===== src/rtl/alu_issue.sv =====
// alu_issue -- RV32I OP / OP-IMM decode and issue stage feeding the alu.
//
// Accepts one instruction per cycle over a valid/ready handshake. It decodes
// the instruction into ALU controls and reads operands from an internal
// 32 x WIDTH register file. The operation is then held in an output register
// until execute consumes it. A per-register pending scoreboard blocks issue
// while a source or destination register still awaits writeback.
//
// Ports:
//   clk, rst_n            clock, synchronous active-low reset
//   in_valid/in_ready     instruction handshake from fetch
//   in_instr [31:0]       raw instruction word
//   out_valid/out_ready   operation handshake to execute
//   out_fn [2:0]          ALU function (alu_fn_t, funct3 encoding)
//   out_funct7 [6:0]      ALU funct7 qualifier (funct7_t)
//   out_a, out_b [W-1:0]  ALU operands
//   out_rd [4:0]          destination register
//   wb_valid/wb_rd/wb_data  writeback into the register file
//   illegal               one-cycle pulse after an unsupported instruction is consumed
module alu_issue #(
  parameter int WIDTH = 32
) (
  input  logic             clk,
  input  logic             rst_n,
  input  logic             in_valid,
  output logic             in_ready,
  input  logic [31:0]      in_instr,
  output logic             out_valid,
  input  logic             out_ready,
  output logic [2:0]       out_fn,
  output logic [6:0]       out_funct7,
  output logic [WIDTH-1:0] out_a,
  output logic [WIDTH-1:0] out_b,
  output logic [4:0]       out_rd,
  input  logic             wb_valid,
  input  logic [4:0]       wb_rd,
  input  logic [WIDTH-1:0] wb_data,
  output logic             illegal
);

  localparam logic [6:0] OPC_OP     = 7'b0110011;
  localparam logic [6:0] OPC_OP_IMM = 7'b0010011;
  localparam logic [2:0] FN_SLL     = 3'b001;
  localparam logic [2:0] FN_SRL_SRA = 3'b101;

  // Instruction fields
  logic [6:0] opcode;
  logic [4:0] rd;
  logic [2:0] funct3;
  logic [4:0] rs1;
  logic [4:0] rs2;
  logic [6:0] funct7;
  logic       is_op;
  logic       is_op_imm;
  logic       is_legal;

  assign opcode    = in_instr[6:0];
  assign rd        = in_instr[11:7];
  assign funct3    = in_instr[14:12];
  assign rs1       = in_instr[19:15];
  assign rs2       = in_instr[24:20];
  assign funct7    = in_instr[31:25];
  assign is_op     = (opcode == OPC_OP);
  assign is_op_imm = (opcode == OPC_OP_IMM);
  assign is_legal  = is_op || is_op_imm;

  // Writeback is ignored entirely while reset is asserted.
  logic wb_en;
  assign wb_en = rst_n && wb_valid;

  // Register file. Each entry is its own register so the whole file can be
  // cleared by reset. x0 is a constant zero, and writes to it are dropped.
  logic [WIDTH-1:0] rf_val [32];

  genvar gi;
  generate
    for (gi = 0; gi < 32; gi++) begin : g_rf
      if (gi == 0) begin : g_zero
        assign rf_val[gi] = '0;
      end else begin : g_reg
        logic [WIDTH-1:0] reg_q;
        always_ff @(posedge clk) begin
          if (!rst_n) begin
            reg_q <= '0;
          end else if (wb_valid && (wb_rd == 5'(gi))) begin
            reg_q <= wb_data;
          end
        end
        assign rf_val[gi] = reg_q;
      end
    end
  endgenerate

  // Operand read with same-cycle writeback bypass. A source of x0 is never
  // bypassed, so a writeback aimed at x0 cannot leak into the operand.
  logic [WIDTH-1:0] src1_val;
  logic [WIDTH-1:0] src2_val;

  assign src1_val = (rs1 != 5'd0 && wb_en && wb_rd == rs1) ? wb_data : rf_val[rs1];
  assign src2_val = (rs2 != 5'd0 && wb_en && wb_rd == rs2) ? wb_data : rf_val[rs2];

  // Scoreboard. The hazard check uses the pending bits with this cycle's
  // writeback clear already applied. This lets a dependent instruction issue
  // in the same cycle as the writeback it waits on.
  logic [31:0] pending_q;
  logic [31:0] pending_d;
  logic [31:0] clr_mask;
  logic [31:0] set_mask;
  logic [31:0] pending_eff;
  logic        hazard;
  logic        accept;

  assign clr_mask    = wb_en ? (32'd1 << wb_rd) : 32'd0;
  assign pending_eff = pending_q & ~clr_mask;

  // Illegal instructions never stall, even if their bit fields alias pending
  // registers.
  assign hazard = is_legal &&
                  (pending_eff[rs1] || (is_op && pending_eff[rs2]) || pending_eff[rd]);

  assign in_ready = rst_n && !hazard && (!out_valid || out_ready);
  assign accept   = in_valid && in_ready;

  // Apply the set after the clear, so a same-cycle set and clear of one index
  // leaves the bit pending.
  assign set_mask  = (accept && is_legal) ? (32'd1 << rd) : 32'd0;
  assign pending_d = (pending_eff | set_mask) & ~32'd1;

  always_ff @(posedge clk) begin
    if (!rst_n) begin
      pending_q <= '0;
    end else begin
      pending_q <= pending_d;
    end
  end

  // Decode of the operation presented to execute
  logic [6:0]       dec_funct7;
  logic [WIDTH-1:0] dec_b;
  logic             is_shift;

  assign is_shift = (funct3 == FN_SLL) || (funct3 == FN_SRL_SRA);

  always_comb begin
    dec_funct7 = 7'd0;
    dec_b      = src2_val;
    if (is_op) begin
      dec_funct7 = funct7;
      dec_b      = src2_val;
    end else if (is_shift) begin
      // Immediate shifts: the upper immediate bits select SRA vs SRL, and
      // the shift amount is zero-extended.
      dec_funct7 = funct7;
      dec_b      = {{(WIDTH-5){1'b0}}, in_instr[24:20]};
    end else begin
      // Other immediate ops force funct7 to zero, so ADDI never subtracts.
      dec_funct7 = 7'd0;
      dec_b      = {{(WIDTH-12){in_instr[31]}}, in_instr[31:20]};
    end
  end

  // Output register
  logic             out_valid_q, out_valid_d;
  logic [2:0]       out_fn_q, out_fn_d;
  logic [6:0]       out_funct7_q, out_funct7_d;
  logic [WIDTH-1:0] out_a_q, out_a_d;
  logic [WIDTH-1:0] out_b_q, out_b_d;
  logic [4:0]       out_rd_q, out_rd_d;
  logic             illegal_q, illegal_d;

  always_comb begin
    out_valid_d  = out_valid_q;
    out_fn_d     = out_fn_q;
    out_funct7_d = out_funct7_q;
    out_a_d      = out_a_q;
    out_b_d      = out_b_q;
    out_rd_d     = out_rd_q;
    illegal_d    = accept && !is_legal;
    if (accept && is_legal) begin
      out_valid_d  = 1'b1;
      out_fn_d     = funct3;
      out_funct7_d = dec_funct7;
      out_a_d      = src1_val;
      out_b_d      = dec_b;
      out_rd_d     = rd;
    end else if (out_ready) begin
      out_valid_d = 1'b0;
    end
  end

  always_ff @(posedge clk) begin
    if (!rst_n) begin
      out_valid_q  <= 1'b0;
      out_fn_q     <= '0;
      out_funct7_q <= '0;
      out_a_q      <= '0;
      out_b_q      <= '0;
      out_rd_q     <= '0;
      illegal_q    <= 1'b0;
    end else begin
      out_valid_q  <= out_valid_d;
      out_fn_q     <= out_fn_d;
      out_funct7_q <= out_funct7_d;
      out_a_q      <= out_a_d;
      out_b_q      <= out_b_d;
      out_rd_q     <= out_rd_d;
      illegal_q    <= illegal_d;
    end
  end

  assign out_valid  = out_valid_q;
  assign out_fn     = out_fn_q;
  assign out_funct7 = out_funct7_q;
  assign out_a      = out_a_q;
  assign out_b      = out_b_q;
  assign out_rd     = out_rd_q;
  assign illegal    = illegal_q;

endmodule


===== config.mk =====
export PLATFORM = sky130hd
export DESIGN_NAME = alu_issue
export DESIGN_NICKNAME = d
export VERILOG_FILES = /design/src/rtl/alu_issue.sv
export SDC_FILE = /design/constraint.sdc
export NUM_CORES = 2
export LEC_CHECK = 0
export CAP_MARGIN = 20
export CORE_MARGIN = 2
export CORE_UTILIZATION = 55
export CTS_CLUSTER_DIAMETER = 60
export DETAILED_ROUTE_END_ITERATION = 7
export PLACE_DENSITY_LB_ADDON = 0.3
export SYNTH_ARGS = -nofsm -noshare
export SYNTH_HDL_FRONTEND = slang
export SYNTH_SLANG_ARGS = --single-unit

===== constraint.sdc =====
create_clock -name clk -period 10.8 [get_ports clk]
set_input_delay 3.24 -clock clk [delete_from_list [all_inputs] [get_ports clk]]
set_output_delay 3.24 -clock clk [all_outputs]
set_load 0.1 [all_outputs]

==> impl_metrics.ini <==
[worst_setup_path]
cp_max_fo = 12
critPathCaptureType = output port
critical-path-top-delay-family = compound AO/OA/AOI/OAI gates
critPathKind = in2out
crit_buf_inv = 2
crit_chain = clkdlybuf4s50_1 -> or2_1 -> o31ai_1 -> a222oi_1 -> o21ai_0 -> a311oi_1 -> a31o_1 -> nor3_4 -> o211a_1 -> buf_12
slowest_delay_ns = 0.88
crit_arrival_ns = 7.07
crit_path_start_kind = primary input
crit_required_ns = 7.56
slowest_stage = clkdlybuf4s50_1

[routing]
vias = 53300
viasPerCell = 6.87
wl_per_cell_um = 27.9
routed_wl_um = 217000
first_pass_iters = 8
drtAntennaViolNets = 0
route.detailed.drc = 0
drt_iter0_drc = 8139

[die]
dieArea_mm2 = 0.105
rows = 117
die_y_um = 325
start_util_pct = 55.5
coreArea_mm2 = 0.102
die_x_um = 325
io_pins = 156

[pwr]
power_mw = 9.38
cellLeakagePower_nw = 20.2
powerDensity_mw_per_mm2 = 149
vdd_drop_max_mv = 0.128

[hold_path]
min_path_type = reg2reg

[grt]
grt_pass1_wl_um = 318000
grt_use_met3_pct = 11.2
busiest_layer = met2
overflow = 0
grt_use_total_pct = 39.8
grt_max_degree = 224
grt_use_met2_pct = 58.6
met1_usage_pct = 51.3
antenna_found_initial = 3
first_global_vias = 50100

[synth]
synth_warnings = 0
synth_edf_count = 0
synth_area_mm2 = 0.0566
ys_seq_area_share_pct = 39.1
async_reset_ff_share_pct = 0
ys_types = 79
synth_seq_cells = 1104
syn_nets = 6620
syn-mean-instance-area_um2 = 8.64
ys.flop_type = dfxtp_1
synth_cells = 6546

[sta]
max_slew_margin_pct = 23.1
skew_ns = 0.0387
tns_ns = 0
period_needed_ns = 10.31
fmax_ghz = 0.0970
tightest_slew_ns = 1.15
rsz0062_at_grt = no
hold_viol_final = 0
period_share_pct = 95.4
maxSlewViolCount = 0
setup_viol = 0

[clock_tree]
cts.reportedPaths.clkPinSlew_ns = 0.06
cts.path.max_buffers = 3
clock_tree.root_cell = clkbuf_16
post_cts_buffers = 0
numCtsBuffers = 119
cts_hold_buf = 0
cts-resized-gates = 0
cts.htree.levels = 3
cts.sinks = 1104
clk_latency_ns = 0.73
cts_tree = built

[place]
dp_hpwl_um = 121000
place_congestion = 0.948
placed_area_mm2 = 0.0586
port_buffers = 155

[job]
drv_cap = 0

[status]
run_status = finished clean

[layout]
final_area_mm2 = 0.0630
fillers = 8587
synthToLayoutAreaGrowth_pct = 11.3
drive_gt1_share_pct = 15.3
fin_nets = 6356
-- worst min-delay path, delay by kind of cell (launching register included) --
kind	cells	cell delay [ns]
DFF	1	0.31
muxes	1	0.05
and+or+nand+nor	1	0.05
-- cell usage in the layout (no fill, tap or decap), types with 19 or more instances in the layout --
master / count
clkdlybuf4s50_1: 145
nand3_1: 55
o21ai_0: 21
dfxtp_1: 1104
a221oi_1: 87
nor2_1: 97
clkbuf_16: 122
clkbuf_1: 23
a311o_1: 27
mux2i_1: 133
buf_4: 170
a221o_1: 29
a311oi_1: 25
nor2_4: 24
bufinv_16: 19
o22ai_1: 50
mux4_2: 463
clkbuf_8: 19
a21oi_1: 1049
a31oi_1: 27
nor3_1: 42
o221ai_1: 26
clkinv_2: 22
o211ai_1: 38
nand2_1: 2206
a22o_1: 27
mux2_2: 65
-- logic make-up after synthesis --
kind of cell    count (synthesis)  share of synthesized area, %
simple gates                 2547                          17.8
compound gates               1504                          15.8
flops                        1104                          39.1
buf+inv                       722                          5.10
mux                           661                          22.1
xor+xnor                        8                         0.124
-- path summary, 6_finish.rpt --
check	end	from	cells past startpoint	slack, ns
setup / recovery	in_ready	wb_rd[1]	10	0.49
hold / removal	out_rd[4]	out_rd[4]	2	0.45
setup reg to reg	out_a[15]	pending_q[4]	8	7.37
hold reg to reg	out_rd[4]	out_rd[4]	2	0.45
-- through the flow --
step,hold slack [ns],std cells,worst slack (ns),utilization (%)
detailed placement,0.445,7526,0.670,57.5
floorplan,0.442,6546,1.67,-
global placement,0.442,7526,0.644,57.5
CTS,0.458,7749,0.654,61.7
finish,0.454,7754,0.492,61.8
global route,0.480,7752,0.462,61.8
-- cell type report --
type | count | area (um^2) | area share, %
repair buffers | 328 | 2940 | 4.67
clock inverters | 59 | 883 | 1.40
diodes | 2 | 5.00 | 0.00795
inverters | 9 | 46.3 | 0.0735
flip-flops and latches | 1104 | 22100 | 35.1
clock buffers | 164 | 3400 | 5.40
well taps | 1368 | 1710 | 2.72
multi-input cells | 4720 | 31900 | 50.6
-- metal layers --
layer	part of all wire, %	vias to the layer above
li1	-	22600
met1	35	25500
met5	0.016	-
met3	15	1016
met2	42	4172
met4	7.7	6
-- registers in the layout (all words and copies together), names as in the netlist --
signal and cells:
illegal 1, out_valid 1, out_rd 5, out_fn 3, g_rf.g_reg.reg_q 992, out_b 32
out_a 32, out_funct7 7, pending_q 31
-- synthesized netlist by cell type (all sizes together), types with 6 or more instances --
| cell | instances | share of area, % |
|---|---|---|
| nor3 | 47 | 0.44 |
| a22o | 27 | 0.42 |
| nand2b | 12 | 0.15 |
| inv | 7 | 0.046 |
| dfxtp | 1104 | 39 |
| nor2b | 15 | 0.17 |
| a221o | 29 | 0.51 |
| nand3 | 59 | 0.54 |
| o31a | 7 | 0.11 |
| mux2i | 133 | 2.4 |
| o221ai | 26 | 0.40 |
| or3 | 14 | 0.15 |
| a32o | 8 | 0.14 |
| nand4 | 11 | 0.12 |
| a311o | 27 | 0.48 |
| a22oi | 9 | 0.12 |
| a311oi | 25 | 0.39 |
| or4 | 14 | 0.19 |
| o21ai | 24 | 0.21 |
| and2 | 11 | 0.12 |
| o31ai | 22 | 0.33 |
| xnor2 | 7 | 0.11 |
| o211ai | 38 | 0.50 |
| a21oi | 1050 | 9.3 |
| mux4 | 463 | 18 |
| nand2 | 2209 | 15 |
| a221oi | 87 | 1.3 |
| buf | 136 | 1.2 |
| o311ai | 9 | 0.14 |
| a211oi | 17 | 0.23 |
| a31oi | 28 | 0.31 |
| or2 | 6 | 0.066 |
| nor2 | 124 | 0.82 |
| clkbuf | 577 | 3.9 |
| mux2 | 65 | 1.3 |
| o22ai | 50 | 0.55 |
-- power breakdown --
group / total, mW / internal, mW / switching [mW] / leakage, nW
Clock: 4.46 / 2.66 / 1.80 / 2.10
Sequential: 4.12 / 4.10 / 0.0189 / 8.90
Combinational: 0.798 / 0.228 / 0.570 / 9.16
Total: 9.38 / 6.99 / 2.39 / 20.2
No activity file was read; power rests on OpenSTA's default activity.
